==> config.mk <==
export PLATFORM = sky130hd
export DESIGN_NAME = imem_loader_flat
export DESIGN_NICKNAME = d
export VERILOG_FILES = /design/src/rtl/imem_loader_if.sv /design/src/rtl/imem_loader.sv /design/src/flat_wrapper.sv
export SDC_FILE = /design/constraint.sdc
export NUM_CORES = 1
export LEC_CHECK = 0
export CELL_PAD_IN_SITES_DETAIL_PLACEMENT = 0
export CELL_PAD_IN_SITES_GLOBAL_PLACEMENT = 1
export CORE_MARGIN = 2
export CORE_UTILIZATION = 46
export DETAILED_ROUTE_END_ITERATION = 6
export DONT_BUFFER_PORTS = 1
export GPL_TIMING_DRIVEN = 0
export PLACE_DENSITY_LB_ADDON = 0.1
export SLEW_MARGIN = 25
export SYNTH_ARGS = -nofsm -noshare
export SYNTH_HDL_FRONTEND = slang
export SYNTH_SLANG_ARGS = --single-unit
==> constraint.sdc <==
create_clock -name clk -period 2.1 [get_ports clk]
set_input_delay 0.315 -clock clk [delete_from_list [all_inputs] [get_ports clk]]
set_output_delay 0.315 -clock clk [all_outputs]
set_load 0.02 [all_outputs]
==> src/rtl/imem_loader_if.sv <==
// Loader-side bundle: byte stream in, instruction-memory write port and core
// control out. The ADDR_W parameter must match the loader instance.
//
// Handshake: a byte moves on a rising clk edge where in_valid && in_ready.
// The producer keeps in_data stable while in_valid is high and the byte has
// not yet moved. in_ready is registered and does not depend on in_valid.
// imem_we is a single-cycle strobe; imem_addr/imem_wdata are only meaningful
// while it is high.
interface imem_loader_if #(
    parameter int ADDR_W = 8
) ();
    logic              start;
    logic              in_valid;
    logic [7:0]        in_data;
    logic              in_ready;
    logic              imem_we;
    logic [ADDR_W-1:0] imem_addr;
    logic [31:0]       imem_wdata;
    logic              core_rst;
    logic              busy;
    logic              done;
    logic              error;
    logic [ADDR_W:0]   word_count;
    // Loader FSM state for debug and checker binding
    // (IDLE=0 LEN0=1 LEN1=2 DATA=3 WRITE=4 DONE=5 ERR=6).
    logic [2:0]        state;

    // Stream source / controller side.
    modport master (
        output start, in_valid, in_data,
        input  in_ready, imem_we, imem_addr, imem_wdata,
        input  core_rst, busy, done, error, word_count, state
    );

    // Loader side.
    modport slave (
        input  start, in_valid, in_data,
        output in_ready, imem_we, imem_addr, imem_wdata,
        output core_rst, busy, done, error, word_count, state
    );
endinterface

==> src/rtl/imem_loader.sv <==
// Boot-time instruction-memory loader. Takes a 16-bit little-endian word
// count N followed by 4*N bytes, assembles little-endian 32-bit words, writes
// them to consecutive word addresses from 0, and keeps the core in reset
// until the whole image has been written.
module imem_loader #(
    parameter int ADDR_W = 8
) (
    input  logic          clk,
    input  logic          rst,
    imem_loader_if.slave  bus
);
    localparam int DEPTH = 2 ** ADDR_W;

    typedef enum logic [2:0] {
        IDLE  = 3'd0,
        LEN0  = 3'd1,
        LEN1  = 3'd2,
        DATA  = 3'd3,
        WRITE = 3'd4,
        DONE  = 3'd5,
        ERR   = 3'd6
    } state_t;

    // All control outputs are pure functions of the state being entered,
    // registered alongside the state so they change on the same edge.
    typedef struct packed {
        logic in_ready;
        logic imem_we;
        logic busy;
        logic done;
        logic error;
        logic core_rst;
    } flags_t;

    function automatic flags_t moore(input state_t s);
        flags_t f;
        f.in_ready = (s == LEN0) || (s == LEN1) || (s == DATA);
        f.imem_we  = (s == WRITE);
        f.busy     = (s == LEN0) || (s == LEN1) || (s == DATA) || (s == WRITE);
        f.done     = (s == DONE);
        f.error    = (s == ERR);
        f.core_rst = (s != DONE);
        return f;
    endfunction

    state_t            state;
    flags_t            flags;
    logic [15:0]       len;        // header word count N
    logic [1:0]        idx;        // byte position within the current word
    logic [23:0]       word_buf;   // bytes 0..2 of the word; byte 3 arrives last
    logic [ADDR_W-1:0] addr;
    logic [31:0]       wdata;
    logic [ADDR_W:0]   word_count;

    logic              xfer;
    logic [16:0]       hdr_n;
    logic              hdr_too_big;
    logic              hdr_zero;
    logic [16:0]       wc_inc;
    logic              last_word;

    assign xfer        = bus.in_valid && flags.in_ready;
    // Full header as seen while the high byte is on the bus.
    assign hdr_n       = {1'b0, bus.in_data, len[7:0]};
    assign hdr_too_big = hdr_n > 17'(DEPTH);
    assign hdr_zero    = (hdr_n == 17'd0);
    // Count after the word in WRITE is retired; decides DONE vs. more data.
    assign wc_inc      = 17'(word_count) + 17'd1;
    assign last_word   = (wc_inc == {1'b0, len});

    // Loader FSM with its datapath and registered outputs.
    always_ff @(posedge clk) begin
        if (rst) begin
            state      <= IDLE;
            flags      <= moore(IDLE);
            len        <= '0;
            idx        <= '0;
            word_buf   <= '0;
            addr       <= '0;
            wdata      <= '0;
            word_count <= '0;
        end else begin
            case (state)
                IDLE: begin
                    if (bus.start) begin
                        state      <= LEN0;
                        flags      <= moore(LEN0);
                        word_count <= '0;
                    end
                end

                LEN0: begin
                    if (xfer) begin
                        len[7:0] <= bus.in_data;
                        state    <= LEN1;
                        flags    <= moore(LEN1);
                    end
                end

                LEN1: begin
                    if (xfer) begin
                        len[15:8] <= bus.in_data;
                        if (hdr_too_big) begin
                            state <= ERR;
                            flags <= moore(ERR);
                        end else if (hdr_zero) begin
                            state <= DONE;
                            flags <= moore(DONE);
                        end else begin
                            idx        <= '0;
                            word_count <= '0;
                            state      <= DATA;
                            flags      <= moore(DATA);
                        end
                    end
                end

                DATA: begin
                    if (xfer) begin
                        if (idx == 2'd3) begin
                            // Fourth byte completes the word; present it for one
                            // write cycle at the next sequential address.
                            wdata <= {bus.in_data, word_buf};
                            addr  <= word_count[ADDR_W-1:0];
                            idx   <= '0;
                            state <= WRITE;
                            flags <= moore(WRITE);
                        end else begin
                            case (idx)
                                2'd0:    word_buf[7:0]   <= bus.in_data;
                                2'd1:    word_buf[15:8]  <= bus.in_data;
                                default: word_buf[23:16] <= bus.in_data;
                            endcase
                            idx <= idx + 2'd1;
                        end
                    end
                end

                WRITE: begin
                    word_count <= word_count + 1'b1;
                    if (last_word) begin
                        state <= DONE;
                        flags <= moore(DONE);
                    end else begin
                        state <= DATA;
                        flags <= moore(DATA);
                    end
                end

                DONE, ERR: begin
                    // A new load restarts the core's reset and clears the
                    // previous result on the same edge.
                    if (bus.start) begin
                        word_count <= '0;
                        state      <= LEN0;
                        flags      <= moore(LEN0);
                    end
                end

                default: begin
                    state <= IDLE;
                    flags <= moore(IDLE);
                end
            endcase
        end
    end

    assign bus.in_ready   = flags.in_ready;
    assign bus.imem_we    = flags.imem_we;
    assign bus.busy       = flags.busy;
    assign bus.done       = flags.done;
    assign bus.error      = flags.error;
    assign bus.core_rst   = flags.core_rst;
    assign bus.imem_addr  = addr;
    assign bus.imem_wdata = wdata;
    assign bus.word_count = word_count;
    assign bus.state      = state;
endmodule

==> src/flat_wrapper.sv <==
// flat-port wrapper written by rule: the top's interface ports become plain ports
module imem_loader_flat 
#(
    parameter int ADDR_W = 8
)
  (clk, rst, bus_start, bus_in_valid, bus_in_data, bus_in_ready, bus_imem_we, bus_imem_addr, bus_imem_wdata, bus_core_rst, bus_busy, bus_done, bus_error, bus_word_count, bus_state);
  imem_loader_if #(.ADDR_W(ADDR_W)) bus_i ();
  input  logic clk;
  input  logic rst;
  input wire logic [$bits(bus_i.start)-1:0] bus_start;
  input wire logic [$bits(bus_i.in_valid)-1:0] bus_in_valid;
  input wire logic [$bits(bus_i.in_data)-1:0] bus_in_data;
  output wire logic [$bits(bus_i.in_ready)-1:0] bus_in_ready;
  output wire logic [$bits(bus_i.imem_we)-1:0] bus_imem_we;
  output wire logic [$bits(bus_i.imem_addr)-1:0] bus_imem_addr;
  output wire logic [$bits(bus_i.imem_wdata)-1:0] bus_imem_wdata;
  output wire logic [$bits(bus_i.core_rst)-1:0] bus_core_rst;
  output wire logic [$bits(bus_i.busy)-1:0] bus_busy;
  output wire logic [$bits(bus_i.done)-1:0] bus_done;
  output wire logic [$bits(bus_i.error)-1:0] bus_error;
  output wire logic [$bits(bus_i.word_count)-1:0] bus_word_count;
  output wire logic [$bits(bus_i.state)-1:0] bus_state;
  assign bus_i.start = bus_start;
  assign bus_i.in_valid = bus_in_valid;
  assign bus_i.in_data = bus_in_data;
  assign bus_in_ready = bus_i.in_ready;
  assign bus_imem_we = bus_i.imem_we;
  assign bus_imem_addr = bus_i.imem_addr;
  assign bus_imem_wdata = bus_i.imem_wdata;
  assign bus_core_rst = bus_i.core_rst;
  assign bus_busy = bus_i.busy;
  assign bus_done = bus_i.done;
  assign bus_error = bus_i.error;
  assign bus_word_count = bus_i.word_count;
  assign bus_state = bus_i.state;
  imem_loader #(.ADDR_W(ADDR_W)) u_core (.clk(clk), .rst(rst), .bus(bus_i));
endmodule
==> reports/metrics.yaml <==
outcome:
  status: "finished, violations left"
  violations: "negative setup slack"
drt:
  viasPerCell: 5.601
  vias: 3781
  first_pass_iters: 4
  post_drt_wl_per_cell_um: 17.33
  detail-route-antenna-nets: 0
  routed_wl_mm: 11.70
  drtIter0Drc: 213
  drc: 0
synthesis:
  yosysTopAreaCellShare: 0.4620
  synth_flop_cell: "dfxtp_1"
  yosysTopAreaCell: "dfxtp_1"
  async_reset_ff_frac: 0
  syn_nets: 558
  yosys_register_bits: 100
  syn_inst: 541
  yosys-top-cells-count: "nand2_1, dfxtp_1, a21oi_1, nor2_1, clkbuf_1"
  syn_area_mm2: 0.004333
  synthDistinctLibCells: 50
  synth_edf_count: 0
  synthTopCellsByArea: "dfxtp_1, nand2_1, a21oi_1"
  synthMostInstantiatedCell: "nand2_1"
  syn-mean-instance-area_um2: 8.009
  synth-seq-area-share: 0.4620
  yosysWarnings: 0
floorplan:
  fp.dieArea_mm2: 0.01021
  fp.dieH_um: 101.1
  start_util: 0.4712
  core-area_mm2: 0.009196
  dieWidth_um: 101.1
  pin_count: 70
  row_count: 35
finish:
  synthToLayoutAreaGrowth_pct: 11.90
  n_fill_cell: 898
  drive_above_1_share: 0.1348
  diodes: 0
  nets: 576
  fin_cells: 675
power_and_ir_drop:
  p_leak_nw: 1.730
  report.power.total_w: 0.003883
  max-vdd-ir-drop_mv: 0.4393
  p_per_area_mw_per_mm2: 800.9
timing:
  slew_violations: 0
  finalSetupViolations: 4
  hold_viol_final: 0
  min_period_over_period: 1.043
  fin_skew_ns: 0.01208
  layout_setup_ws_ns: -0.09032
  slew_headroom: 0.5421
  rsz0062_at_grt: "true"
  tightest_slew_ns: 0.6844
  fmax_ghz: 0.4566
  finalCriticalPeriod_ns: 2.190
placed_design:
  port_buffers: 0
  dpl.hpwl_mm: 8.222
  dp.cells: 652
  gp_congestion: 0.8679
critical_path:
  crit_top_cell: "buf_4"
  required_ns: 2.37
  max_stage_delay_ns: 0.41
  worstSetupEndpointType: "register"
  critPathTopFamily: "compound AO/OA/AOI/OAI gates"
  cp_max_fo: 9
  crit_type: "register to register"
  cp_cell_sequence: "clkbuf_4 -> nand3_1 -> o311ai_1 -> o31ai_2 -> a31oi_1 -> buf_4 -> nor4_4 -> buf_4 -> o211a_1"
  path_buf_inv: 3
  cp-start-kind: "register"
  crit_slowest_cell: "o311ai_1"
  worstPathArrival_ns: 2.46
worst_hold_path:
  hold_path_class: "input pin to register"
clock_network:
  cts-buffers-inserted: 9
  htree_num_levels: 3
  cts_tree: "done"
  cts.sink_count: 100
  cts_buffer_depth: 2
  root_buffer: "clkbuf_8"
  path_clk_slew_ns: 0.11
  worstSkewPairLatency_ns: 0.37
global_routing:
  antenna_found_initial: 0
  grt_pass1_wl_mm: 18.52
  grt_start_max_net_pins: 20
  track_usage: 0.2364
  overflow: 0
  grt_pass1_vias: 3517
job:
  drv_cap: 0
-- per-layer routing --
layer / track usage / up-vias / wire [um]
li1: - / 1876 / -
met1: 0.3075 / 1791 / 5176
met2: 0.3877 / 101 / 5588
met3: 0.05340 / 13 / 762
met4: 0.07900 / 0 / 172
met5: 0 / - / 0
-- cells by family (layout without fill, tap and decap cells) --
family	count (synthesis)	count (layout)	synth area share
flip-flops	100	100	0.4620
XOR/XNOR	11	11	0.02224
adder cells (fa/ha/maj)	5	5	0.01444
AO/OA/AOI/OAI	118	118	0.1585
AND/OR/NAND/NOR	241	241	0.2475
buffers and inverters	42	65	0.03985
multiplexers	24	24	0.05544
-- repair_timing --
item / in CTS / in global routing
endpoints found under the setup margin: 88 / 74
endpoints found under the hold margin: 0 / 0
pin swaps: 6 / 1
setup buffers: 8 / 2
resized for setup: 39 / 15
hold buffers: 0 / 0
-- path summary, 6_finish.rpt --
path / startpoint / to / slack [ns] / cells past startpoint
worst max-delay path: u_core.bus.word_count[5]$_SDFFE_PP0P_ / u_core.bus.done$_SDFFE_PP0P_ / -0.09 / 9
worst min-delay path: bus_in_data[5] / u_core.bus.imem_wdata[29]$_SDFFE_PP0P_ / 0.06 / 2
worst max register to register: u_core.bus.word_count[5]$_SDFFE_PP0P_ / u_core.bus.done$_SDFFE_PP0P_ / -0.09 / 9
worst min register to register: u_core.word_buf[1]$_SDFFE_PP0P_ / u_core.bus.imem_wdata[1]$_SDFFE_PP0P_ / 0.45 / 2
-- where the power goes --
part	leakage (nW)	switching, W	internal [W]	total [W]
Clock	0.0949	0.000744	0.000458	0.00120
Sequential	0.812	0.000103	0.00195	0.00205
Combinational	0.824	0.000392	0.000237	0.000629
Total	1.73	0.00124	0.00264	0.00388
-- final cells by class --
cell class              count  area, um2  area share
inverters                   7      26.28    0.005419
plain buffers              32      173.9     0.03587
clock inverters             7      66.31     0.01368
clock buffers               9      123.9     0.02555
flip-flops and latches    100       2019      0.4165
well taps                 111      138.9     0.02865
multi-input cells         399       2225      0.4588
repair buffers             10      75.07     0.01548
-- sequential cells by signal (all words and copies together) (netlist names) --
| signal | flops |
|---|---|
| u_core.bus.word_count | 9 |
| u_core.bus.in_ready | 1 |
| u_core.bus.busy | 1 |
| u_core.bus.done | 1 |
| u_core.len | 16 |
| u_core.idx | 2 |
| u_core.bus.imem_wdata | 32 |
| u_core.bus.state | 3 |
| u_core.word_buf | 24 |
| u_core.bus.imem_addr | 8 |
| u_core.bus.imem_we | 1 |
| u_core.bus.core_rst | 1 |
| u_core.bus.error | 1 |
-- stage by stage --
step	hold WS [ns]	setup WS [ns]	area, um2	TNS, ns	util
finish	0.06255	-0.09032	4848	-0.2178	0.5272
global route	0.05415	-0.1831	4848	-0.8652	0.5272
CTS	0.05604	0.0007441	4813	0	0.5234
detailed placement	0.4489	-0.3981	4472	-16.62	0.4863
global placement	0.4389	-0.3809	4472	-17.26	0.4863
floorplan	0.4312	0.008136	4333	0	-
-- cells in the final DEF (no fill, tap or decap), types with 3 or more instances in the layout --
cell type,instances
mux2i_1,24
clkbuf_1,11
o211a_1,3
a21oi_1,72
nor3_1,10
xor2_1,3
inv_1,7
buf_4,14
nand4_1,4
clkbuf_8,9
nor2b_1,7
nand2_1,124
nand3_1,15
dfxtp_2,8
o21a_1,3
xnor2_1,8
dfxtp_1,90
a31oi_1,4
o21ai_0,15
clkbuf_2,11
nor4_1,3
o22ai_1,3
nand2b_1,5
ha_1,3
nor2_1,51
Power figures use the tool's default switching activity.
